### src/rtl/regfile_write_arbiter.sv
// regfile_write_arbiter
//   Shares the register file's single write port between WriteBack (priority)
//   and a long-latency result source that enters through a small skid FIFO.
//   All register-file write outputs are registered.
//
//   Build option: define REGFILE_ARB_STARVE_GUARD_EN to add the starve counter
//   and the one-cycle FORCE state that stalls WriteBack so a long-waiting
//   FIFO head can drain. Without it, stall_wb is tied low and the FIFO drains
//   only in cycles where WriteBack is idle.
//
//   Handshake: an ext entry transfers on a rising edge where ext_valid and
//   ext_ready are both high; the source holds address/data stable while
//   ext_valid is high and ext_ready is low. ext_ready is !full, and is forced
//   low while reset is asserted.
//
//   Observing the FSM: stall_wb is high exactly when the FSM is in FORCE.
module regfile_write_arbiter #(
  parameter int DataWidth   = 32,
  parameter int FifoDepth   = 2,
  parameter int StarveLimit = 4
) (
  input  logic                 clock,
  input  logic                 reset,
  input  logic                 wb_write_enable,
  input  logic [4:0]           wb_write_address,
  input  logic [DataWidth-1:0] wb_write_data,
  input  logic                 ext_valid,
  input  logic [4:0]           ext_address,
  input  logic [DataWidth-1:0] ext_data,
  output logic                 ext_ready,
  output logic                 stall_wb,
  output logic                 reg_write_enable,
  output logic [4:0]           reg_write_address,
  output logic [DataWidth-1:0] reg_write_data
);

  localparam int PtrW = (FifoDepth > 1) ? $clog2(FifoDepth) : 1;
  localparam int CntW = PtrW + 1;
  localparam logic [CntW-1:0] FullCount = CntW'(FifoDepth);

  // Reject illegal parameter sets at elaboration time.
  if (FifoDepth < 2 || (FifoDepth & (FifoDepth - 1)) != 0 ||
      StarveLimit < 1 || StarveLimit > 15) begin : g_bad_params
    $error("regfile_write_arbiter: illegal FifoDepth/StarveLimit");
  end

  // FIFO storage and pointers
  logic [4:0]           mem_addr_q [FifoDepth];
  logic [4:0]           mem_addr_d [FifoDepth];
  logic [DataWidth-1:0] mem_data_q [FifoDepth];
  logic [DataWidth-1:0] mem_data_d [FifoDepth];
  logic [PtrW-1:0]      wr_ptr_q, wr_ptr_d;
  logic [PtrW-1:0]      rd_ptr_q, rd_ptr_d;
  logic [CntW-1:0]      count_q, count_d;

  logic                 fifo_empty;
  logic                 fifo_full;
  logic                 push;
  logic                 pop;
  logic [4:0]           head_addr;
  logic [DataWidth-1:0] head_data;

  // Winner of the write port this cycle
  logic                 in_force;
  logic                 win_valid;
  logic [4:0]           win_addr;
  logic [DataWidth-1:0] win_data;

  // Output registers
  logic                 reg_write_enable_q, reg_write_enable_d;
  logic [4:0]           reg_write_address_q, reg_write_address_d;
  logic [DataWidth-1:0] reg_write_data_q, reg_write_data_d;

  // FIFO status, accept handshake and head-of-queue view
  always_comb begin
    fifo_empty = (count_q == '0);
    fifo_full  = (count_q == FullCount);
    ext_ready  = !fifo_full && !reset;
    push       = ext_valid && ext_ready;
    head_addr  = mem_addr_q[rd_ptr_q];
    head_data  = mem_data_q[rd_ptr_q];
  end

`ifdef REGFILE_ARB_STARVE_GUARD_EN
  typedef enum logic {
    IDLE  = 1'b0,
    FORCE = 1'b1
  } state_t;

  state_t     state_q, state_d;
  logic [3:0] starve_q, starve_d;

  // Starve counter and FSM: count blocked edges, enter FORCE on reaching the limit
  always_comb begin
    state_d  = IDLE;
    starve_d = '0;
    if (state_q == IDLE && !fifo_empty && !pop) begin
      if (starve_q + 4'd1 == 4'(StarveLimit)) begin
        starve_d = '0;
        state_d  = FORCE;
      end else begin
        starve_d = starve_q + 4'd1;
      end
    end
  end

  // FSM and starve counter registers
  always_ff @(posedge clock or posedge reset) begin
    if (reset) begin
      state_q  <= IDLE;
      starve_q <= '0;
    end else begin
      state_q  <= state_d;
      starve_q <= starve_d;
    end
  end

  assign in_force = (state_q == FORCE);
  assign stall_wb = in_force;
`else
  assign in_force = 1'b0;
  assign stall_wb = 1'b0;
`endif

  // Grant: FORCE drains the head, else WriteBack, else the head if present
  always_comb begin
    pop       = 1'b0;
    win_valid = 1'b0;
    win_addr  = '0;
    win_data  = '0;
    if (in_force) begin
      pop       = !fifo_empty;
      win_valid = !fifo_empty;
      win_addr  = head_addr;
      win_data  = head_data;
    end else if (wb_write_enable) begin
      win_valid = 1'b1;
      win_addr  = wb_write_address;
      win_data  = wb_write_data;
    end else if (!fifo_empty) begin
      pop       = 1'b1;
      win_valid = 1'b1;
      win_addr  = head_addr;
      win_data  = head_data;
    end
  end

  // FIFO next state: write at the tail, advance the head on pop
  always_comb begin
    mem_addr_d = mem_addr_q;
    mem_data_d = mem_data_q;
    wr_ptr_d   = wr_ptr_q;
    rd_ptr_d   = rd_ptr_q;
    count_d    = count_q;
    if (push) begin
      mem_addr_d[wr_ptr_q] = ext_address;
      mem_data_d[wr_ptr_q] = ext_data;
      wr_ptr_d             = wr_ptr_q + 1'b1;
    end
    if (pop) begin
      rd_ptr_d = rd_ptr_q + 1'b1;
    end
    case ({push, pop})
      2'b10:   count_d = count_q + 1'b1;
      2'b01:   count_d = count_q - 1'b1;
      default: count_d = count_q;
    endcase
  end

  // FIFO registers
  always_ff @(posedge clock or posedge reset) begin
    if (reset) begin
      mem_addr_q <= '{default: '0};
      mem_data_q <= '{default: '0};
      wr_ptr_q   <= '0;
      rd_ptr_q   <= '0;
      count_q    <= '0;
    end else begin
      mem_addr_q <= mem_addr_d;
      mem_data_q <= mem_data_d;
      wr_ptr_q   <= wr_ptr_d;
      rd_ptr_q   <= rd_ptr_d;
      count_q    <= count_d;
    end
  end

  // Register-file write: winner's fields, zeros when idle, no enable for x0
  always_comb begin
    reg_write_enable_d  = win_valid && (win_addr != 5'd0);
    reg_write_address_d = win_valid ? win_addr : '0;
    reg_write_data_d    = win_valid ? win_data : '0;
  end

  // Output registers
  always_ff @(posedge clock or posedge reset) begin
    if (reset) begin
      reg_write_enable_q  <= 1'b0;
      reg_write_address_q <= '0;
      reg_write_data_q    <= '0;
    end else begin
      reg_write_enable_q  <= reg_write_enable_d;
      reg_write_address_q <= reg_write_address_d;
      reg_write_data_q    <= reg_write_data_d;
    end
  end

  assign reg_write_enable  = reg_write_enable_q;
  assign reg_write_address = reg_write_address_q;
  assign reg_write_data    = reg_write_data_q;

endmodule
### config.mk
export PLATFORM = sky130hd
export DESIGN_NAME = regfile_write_arbiter
export DESIGN_NICKNAME = d
export VERILOG_FILES = /design/src/rtl/regfile_write_arbiter.sv
export SDC_FILE = /design/constraint.sdc
export NUM_CORES = 1
export LEC_CHECK = 0
export CAP_MARGIN = 5
export CORE_ASPECT_RATIO = 1.1
export CORE_MARGIN = 2
export CORE_UTILIZATION = 40
export DETAILED_ROUTE_END_ITERATION = 7
export GPL_ROUTABILITY_DRIVEN = 0
export GPL_TIMING_DRIVEN = 1
export PLACE_DENSITY = 0.67
export SLEW_MARGIN = 30
export SYNTH_ARGS = -nofsm -noshare
export SYNTH_HDL_FRONTEND = slang
export SYNTH_SLANG_ARGS = --single-unit
### constraint.sdc
create_clock -name clock -period 7.27 [get_ports clock]
set_input_delay 1.454 -clock clock [delete_from_list [all_inputs] [get_ports clock]]
set_output_delay 1.454 -clock clock [all_outputs]
set_load 0.05 [all_outputs]
==> results.cfg, run 1 <==
[power_and_ir_drop]
peakVddDrop_uv = 210.5
p_per_area_mw_per_mm2 = 453.3
power_leakage_nw = 2.978
fin_total_pwr_mw = 3.051

[timing]
finalHoldViolCount = 0
maxSlewHeadroom = 0.4348
finalSetupViolCount = 0
slew_viol_final = 0
fin_crit_sh = 0.6765
fmax_mhz = 203.3
tightestPinTransition_ns = 0.8456
fin_crit_ns = 4.918
setup_tns_ns = 0
rsz0062_at_grt = no
fin_skew_ns = 0.01056

[critical_path]
cp_common_cell = clkdlybuf4s50_1
cp-end-kind = primary output
path_cells = clkdlybuf4s50_1, inv_4, and2_1, clkdlybuf4s50_1
crit_type = in -> out
cp.arrival_ns = 3.46
cp-startpoint = reset
cpPeakStageDelay_ns = 0.79
cp_slowest_cell = clkdlybuf4s50_1
r2r-start = count_q[0]
start_kind = input port
ff2ff_path_depth = 4
required_ns = 5.82
cp_max_fo = 60

[clock_network]
clkTransAtPathRegs_ns = 0.05
clk_latency_ns = 0.41
htree_levels = 4
ctsResizeCount = 0
clock-sinks = 116
cts_tree = yes
cts_made_buffers = 17
cts_setup_buffers = 0
cts.path.max_buffers = 2
root_buffer = clkbuf_16
hold_buffers = 0

[die]
core_area_mm2 = 0.01193
die_y_um = 119.6
fp.dieW_um = 109.1
initial_utilization = 0.4074
io_pins = 118
num_rows = 42
die_area_mm2 = 0.01305

[synth]
yosys_most_used_dff = dfrtp_1
syn-cell-area_mm2 = 0.004860
synth_largest_area_cell = dfrtp_1
synth_commonest_cells = dfrtp_1, mux2i_1, nand2_1, o21ai_0
synth_edf_count = 0
yosys.cell_count.top_type = dfrtp_1
synth_area_leaders = dfrtp_1, mux2_4, mux2i_1
synth-seq-cells = 116
synth_top_area_share = 0.5973
synth_seq_area_share = 0.5973
avgSynthCellArea_um2 = 14.38
async_flop_share = 1.000
synth-warning-count = 0
synth_fp_nets = 417
synthCells = 338
synthDistinctLibCells = 29

[global_route]
grt_pass1_vias = 3263
grt_pass1_wl_um = 16530
overflow = 0
grt_start_max_net_pins = 62
grt_usage = 0.1689
antenna_found_initial = 0

[route]
drt_iter0_drc = 72
drc_errors = 0
ant_nets = 0
dr.pass1.iters = 4
dr_total_vias = 3030
drt_wl_total_um = 10130
drt-wirelength-per-cell_um = 16.24
vias_per_cell = 4.856

[outcome]
outcome = finished, final reports clean

[layout]
fin_nets = 536
final_core_util = 0.5643
area_growth_pct = 38.52
drive_above_1_share = 0.1830
regArea_mm2 = 0.002904
n_antenna_cell = 0
multi_input_area_mm2 = 0.001814
fillCellCount = 1006

[placement]
dpl.hpwl_um = 6445
numPortBuffers = 116

[run]
cap_violations = 0

[hold_path]
hp-start = mem_data_q[23]
hold_depth = 1
hp-class = reg -> reg
-- where the power goes --
part / leakage [nW] / total [mW] / switching [mW] / internal (mW)
Clock: 0.303 / 0.872 / 0.274 / 0.598
Combinational: 1.28 / 1.07 / 0.544 / 0.521
Sequential: 1.39 / 1.11 / 0.173 / 0.941
-- per-layer routing --
metal,up-vias,share of wire,GRT usage
li1,1423,-,-
met1,1501,0.45,0.2141
met2,92,0.47,0.2636
met3,14,0.061,0.05866
met4,0,0.014,0.06731
met5,-,0,0
-- worst paths after layout --
kind                                 endpoint  slack, ns
max                                 ext_ready       2.35
min                            mem_data_q[23]       0.49
max reg2reg                     mem_addr_q[5]       4.96
min reg2reg                    mem_data_q[23]       0.49
max in group asynchronous            rd_ptr_q       4.46
min in group asynchronous  reg_write_data[10]       1.52
-- state kept, by name (all words and copies together), names as in the netlist --
| signal | cells |
|---|---|
| count_q | 2 |
| mem_addr_q | 10 |
| mem_data_q | 64 |
| rd_ptr_q | 1 |
| reg_write_address | 5 |
| reg_write_data | 32 |
| reg_write_enable | 1 |
| wr_ptr_q | 1 |
-- layout by cell type (no fill, tap or decap), types with 2 or more instances in the layout --
master / instances
clkdlybuf4s50_1: 115
o21ai_0: 34
buf_4: 3
clkbuf_16: 17
clkbuf_8: 3
clkinvlp_4: 2
bufinv_16: 4
mux2i_1: 34
clkinv_2: 3
nand2_1: 34
mux2_2: 17
mux2_1: 30
inv_1: 2
a22o_1: 3
xnor2_1: 4
mux2_4: 30
clkbuf_1: 3
dfrtp_1: 115
-- worst max-delay path, delay by kind of cell --
family                 cells  cell delay [ns]
AND/OR/NAND/NOR            1             0.22
buffers and inverters      3             1.76
-- cell families after synthesis --
family	count (synthesis)	synth area share
compound gates	41	0.04634
xor+xnor	5	0.009011
fa+ha+maj	1	0.002574
buf+inv	22	0.03193
flops	116	0.5973
mux	111	0.2716
other cells	1	0.0007717
simple gates	41	0.04042
-- final cells by class --
cell class / count / share of cell area
Clock buffer: 23 / 0.07100
Multi-Input combinational cell: 200 / 0.2695
Inverter: 3 / 0.002045
Tap cell: 154 / 0.02862
Sequential cell: 116 / 0.4314
Clock inverter: 9 / 0.02230
Timing Repair Buffer: 119 / 0.1751
-- through the flow --
step           instance area, um2  cells  hold WS (ns)  setup WS [ns]
4_1_cts                      6731    624        0.4928          2.304
3_5_place_dp                 6103    592        0.4808          2.308
6_report                     6731    624        0.4884          2.352
3_3_place_gp                 6103    592        0.4703          2.316
2_1_floorplan                4860    338        0.4585          1.207
5_1_grt                      6731    624        0.4968          2.182
(Power assumes the default switching activity.)
==> run 2: changes to the inputs <==
--- a/config.mk
+++ b/config.mk
@@ -12,7 +12,7 @@
 export DETAILED_ROUTE_END_ITERATION = 7
 export GPL_ROUTABILITY_DRIVEN = 0
 export GPL_TIMING_DRIVEN = 1
-export PLACE_DENSITY = 0.67
+export PLACE_DENSITY = 0.69
 export SLEW_MARGIN = 30
 export SYNTH_ARGS = -nofsm -noshare
 export SYNTH_HDL_FRONTEND = slang
==> constraint.sdc (replaced) <==
create_clock -name clock -period 4.4 [get_ports clock]
set_input_delay 0.88 -clock clock [delete_from_list [all_inputs] [get_ports clock]]
set_output_delay 0.88 -clock clock [all_outputs]
set_load 0.05 [all_outputs]
==> results.cfg, run 2 (same netlist as run 1, synthesis figures left out) <==
[outcome]
outcome = finished, final reports clean

[timing]
finalHoldViolCount = 0
tightestPinTransition_ns = 0.8574
fmax_mhz = 357.0
fin_crit_sh = 0.6367
slew_viol_final = 0
fin_crit_ns = 2.802
fin_skew_ns = 0.007320
maxSlewHeadroom = 0.4269
setup_tns_ns = 0
finalSetupViolCount = 0
rsz0062_at_grt = no

[clock_network]
cts_setup_buffers = 0
clk_latency_ns = 0.40
cts_tree = yes
cts_made_buffers = 17
clock-sinks = 116
ctsResizeCount = 0
htree_levels = 4
root_buffer = clkbuf_16
clkTransAtPathRegs_ns = 0.05
hold_buffers = 0
cts.path.max_buffers = 2

[layout]
n_antenna_cell = 0
final_core_util = 0.5665
drive_above_1_share = 0.1911
fin_nets = 538
final_common_cell = dfrtp_1
largest_register = mem_data_q
final_cell_mix = dfrtp_1, clkdlybuf4s50_1, mux2i_1, nand2_1, o21ai_0
area_growth_pct = 39.06
largest_register_ffs = 64
fillCellCount = 965

[power_and_ir_drop]
swShare = 0.3253
sequentialPowerShare = 0.373
power_leakage_nw = 2.991
comb_power_share = 0.339
fin_total_pwr_mw = 5.065
p_per_area_mw_per_mm2 = 749.5
clkPwrFrac = 0.289
p_int_mw = 3.417
peakVddDrop_uv = 368.4
switching_power_mw = 1.647

[global_route]
grt_usage = 0.1653
antenna_found_initial = 0
overflow = 0
grt_start_max_net_pins = 73
grt_pass1_vias = 3216
grt_pass1_wl_um = 16350

[route]
drt-wirelength-per-cell_um = 16.15
vias_per_cell = 4.850
drt_wl_total_um = 10090
dr_total_vias = 3031
dr.pass1.iters = 4
drc_errors = 0
drt_iter0_drc = 86
ant_nets = 0

[critical_path]
cp-end-kind = primary output
cp_max_fo = 4
path_cells = clkdlybuf4s50_1, clkinvlp_4, and2_1, buf_4
cp.arrival_ns = 1.92
required_ns = 3.52
start_kind = input port
cp_slowest_cell = clkdlybuf4s50_1
cpPeakStageDelay_ns = 0.51
cp_top_family = buffers and inverters
path_buf_inv = 3
crit_type = in -> out

[hold_path]
hp-class = reg -> reg

[run]
cap_violations = 0

[die]
initial_utilization = 0.4074
io_pins = 118
core_area_mm2 = 0.01193
die_area_mm2 = 0.01305
fp.dieW_um = 109.1
num_rows = 42
die_y_um = 119.6

[placement]
numPortBuffers = 116
dpl.hpwl_um = 6452
==> run 2: layout make-up <==
| class | count | area (um2) | area share |
|---|---|---|---|
| Clock inverter | 9 | 150.1 | 0.02222 |
| Multi-Input combinational cell | 200 | 1814 | 0.2685 |
| Inverter | 3 | 15.01 | 0.002222 |
| Timing Repair Buffer | 121 | 1195 | 0.1768 |
| Tap cell | 154 | 192.7 | 0.02851 |
| Sequential cell | 116 | 2907 | 0.4301 |
| Clock buffer | 22 | 484.2 | 0.07165 |
==> run 2: power by group through the flow <==
stage          Combinational (mW)  Sequential [mW]  Clock (mW)
6_report                     1.71             1.89        1.46
5_1_grt                      1.83             1.95        1.54
4_1_cts                      1.74             1.89        1.48
3_5_place_dp                 1.73             1.90           0
3_3_place_gp                 1.71             1.88           0
2_1_floorplan               0.935             2.17           0
==> run 2: final timing paths <==
kind | from | cells after the start | slack (ns) | endpoint
max | reset | 4 | 1.60 | ext_ready
min | mem_data_q[9] | 1 | 0.49 | mem_data_q[9]
max reg2reg | count_q[1] | 5 | 2.16 | count_q[1]
min reg2reg | mem_data_q[9] | 1 | 0.49 | mem_data_q[9]
max in group asynchronous | reset | 4 | 2.22 | rd_ptr_q
min in group asynchronous | reset | 3 | 1.08 | reg_write_address[4]
==> run 2: layer usage <==
metal / global-route usage / routed length (um) / vias up
li1: - / - / 1417
met1: 0.2197 / 4618 / 1522
met2: 0.2570 / 4819 / 85
met3: 0.05215 / 579 / 7
met4: 0.05288 / 77 / 0
met5: 0 / 0 / -
==> run 2: metrics by stage <==
| step | hold WS, ns | cell area [um2] | worst slack [ns] | instances |
|---|---|---|---|---|
| 6_report | 0.4864 | 6758 | 1.599 | 625 |
| 3_5_place_dp | 0.4808 | 6120 | 1.367 | 594 |
| 5_1_grt | 0.4985 | 6758 | 1.574 | 625 |
| 2_1_floorplan | 0.4585 | 4863 | 0.3189 | 338 |
| 4_1_cts | 0.4925 | 6754 | 1.600 | 625 |
| 3_3_place_gp | 0.4693 | 6117 | 1.480 | 594 |
==> run 3: changes to the inputs <==
==> constraint.sdc (replaced) <==
create_clock -name clock -period 2.4 [get_ports clock]
set_input_delay 0.48 -clock clock [delete_from_list [all_inputs] [get_ports clock]]
set_output_delay 0.48 -clock clock [all_outputs]
set_load 0.05 [all_outputs]
==> results.cfg, run 3 (same netlist as run 1, synthesis figures left out) <==
[outcome]
outcome = finished, final reports clean

[clock_network]
ctsResizeCount = 0
cts_tree = yes
cts_made_buffers = 17
clk_latency_ns = 0.41
htree_levels = 4
hold_buffers = 0
cts_setup_buffers = 0
clock-sinks = 116
cts.path.max_buffers = 2
clkTransAtPathRegs_ns = 0.05
root_buffer = clkbuf_16

[placement]
place_area_mm2 = 0.006302
dpl.hpwl_um = 6819
numPortBuffers = 116

[critical_path]
r2r-end = count_q[1]
crit_type = in -> out
start_kind = input port
ff2ff_path_depth = 5
cp-end-kind = primary output
r2r-start = count_q[1]
cp.arrival_ns = 1.62
cp_max_fo = 8
reg2reg_slack_ns = 0.58
required_ns = 1.92

[route]
dr.pass1.iters = 4
drc_errors = 0
drt_iter0_drc = 69
drt-wirelength-per-cell_um = 16.31
drt_wl_total_um = 10290
vias_per_cell = 4.834
dr_total_vias = 3050
ant_nets = 0

[power_and_ir_drop]
fin_total_pwr_mw = 9.618
peakVddDrop_uv = 651.1
p_per_area_mw_per_mm2 = 1386
power_leakage_nw = 3.174

[timing]
whs_ns = 0.3678
finalHoldViolCount = 0
fmax_mhz = 475.5
rsz0062_at_grt = no
setup_tns_ns = 0
finalSetupViolCount = 0
fin_crit_ns = 2.103
slew_viol_final = 0
tightestPinTransition_ns = 0.7495
maxSlewHeadroom = 0.5003
fin_crit_sh = 0.8762
fin_skew_ns = 0.008058

[layout]
fin_nets = 543
final_cell_mix = dfrtp_1, clkdlybuf4s50_1, mux2_4
final_area_mm2 = 0.006940
final_core_util = 0.5818
final_common_cell = dfrtp_1
largest_register = mem_data_q
fillCellCount = 957
multi_input_area_mm2 = 0.001924
regArea_mm2 = 0.002904
n_antenna_cell = 0
drive_above_1_share = 0.2600
largest_register_ffs = 64
area_growth_pct = 42.82

[global_route]
grt_usage = 0.1724
grt_start_max_net_pins = 61
grt_pass1_wl_um = 17030
grt_pass1_vias = 3360
antenna_found_initial = 0
overflow = 0

[die]
die_area_mm2 = 0.01305
io_pins = 118
num_rows = 42
initial_utilization = 0.4074
die_y_um = 119.6
core_area_mm2 = 0.01193
fp.dieW_um = 109.1

[run]
cap_violations = 0

[hold_path]
hp-class = in -> async
run 3: changes by cell type in the layout (fill, tap and decap cells not counted), moves of 2 or more:
| cell | change |
|---|---|
| clkbuf_1 | +2 |
| mux2_4 | +29 |
| buf_4 | +3 |
| buf_12 | +3 |
| mux2_1 | -29 |
run 3: through the flow:
step                      worst slack (ns)  instances
final                               0.2970        631
after global routing                0.2231        631
after CTS                           0.2838        631
after detailed placement            0.2386        599
after global placement              0.2818        599
after floorplan                     -1.080        338
run 3: how the worst max path moves through the flow:
stage	startpoint	to	slack, ns	cells past startpoint
finish	reset	ext_ready	0.30	4
global route	reset	ext_ready	0.22	4
floorplan	reset	mem_data_q[32]	-1.08	5
global placement	reset	mem_data_q[13]	0.28	5
detailed placement	reset	mem_data_q[16]	0.24	5
CTS	reset	ext_ready	0.28	4
run 3: final cells by class:
type	count	share of cell area
clock inverter	8	0.02109
sequential	116	0.4184
clock buffer	24	0.07085
tap	154	0.02776
multi-input combinational	200	0.2773
timing repair buffer	126	0.1824
inverter	3	0.002163
run 3: worst max-delay path, stage by stage:
cell,delay (ns)
clkdlybuf4s50_1,0.53
clkinvlp_4,0.19
and2_2,0.23
buf_4,0.18
run 3: report_power, final:
group          internal [mW]  leakage [nW]  switching, mW
sequential              2.85          1.39          0.503
clock                   1.85         0.310          0.862
combinational           1.84          1.47           1.72
run 3: per-layer routing:
metal	vias to the layer above	part of all wire	global-route usage
met5	-	0	0
li1	1423	-	-
met3	15	0.050	0.05052
met4	0	0.017	0.07853
met1	1529	0.43	0.2134
met2	83	0.50	0.2764
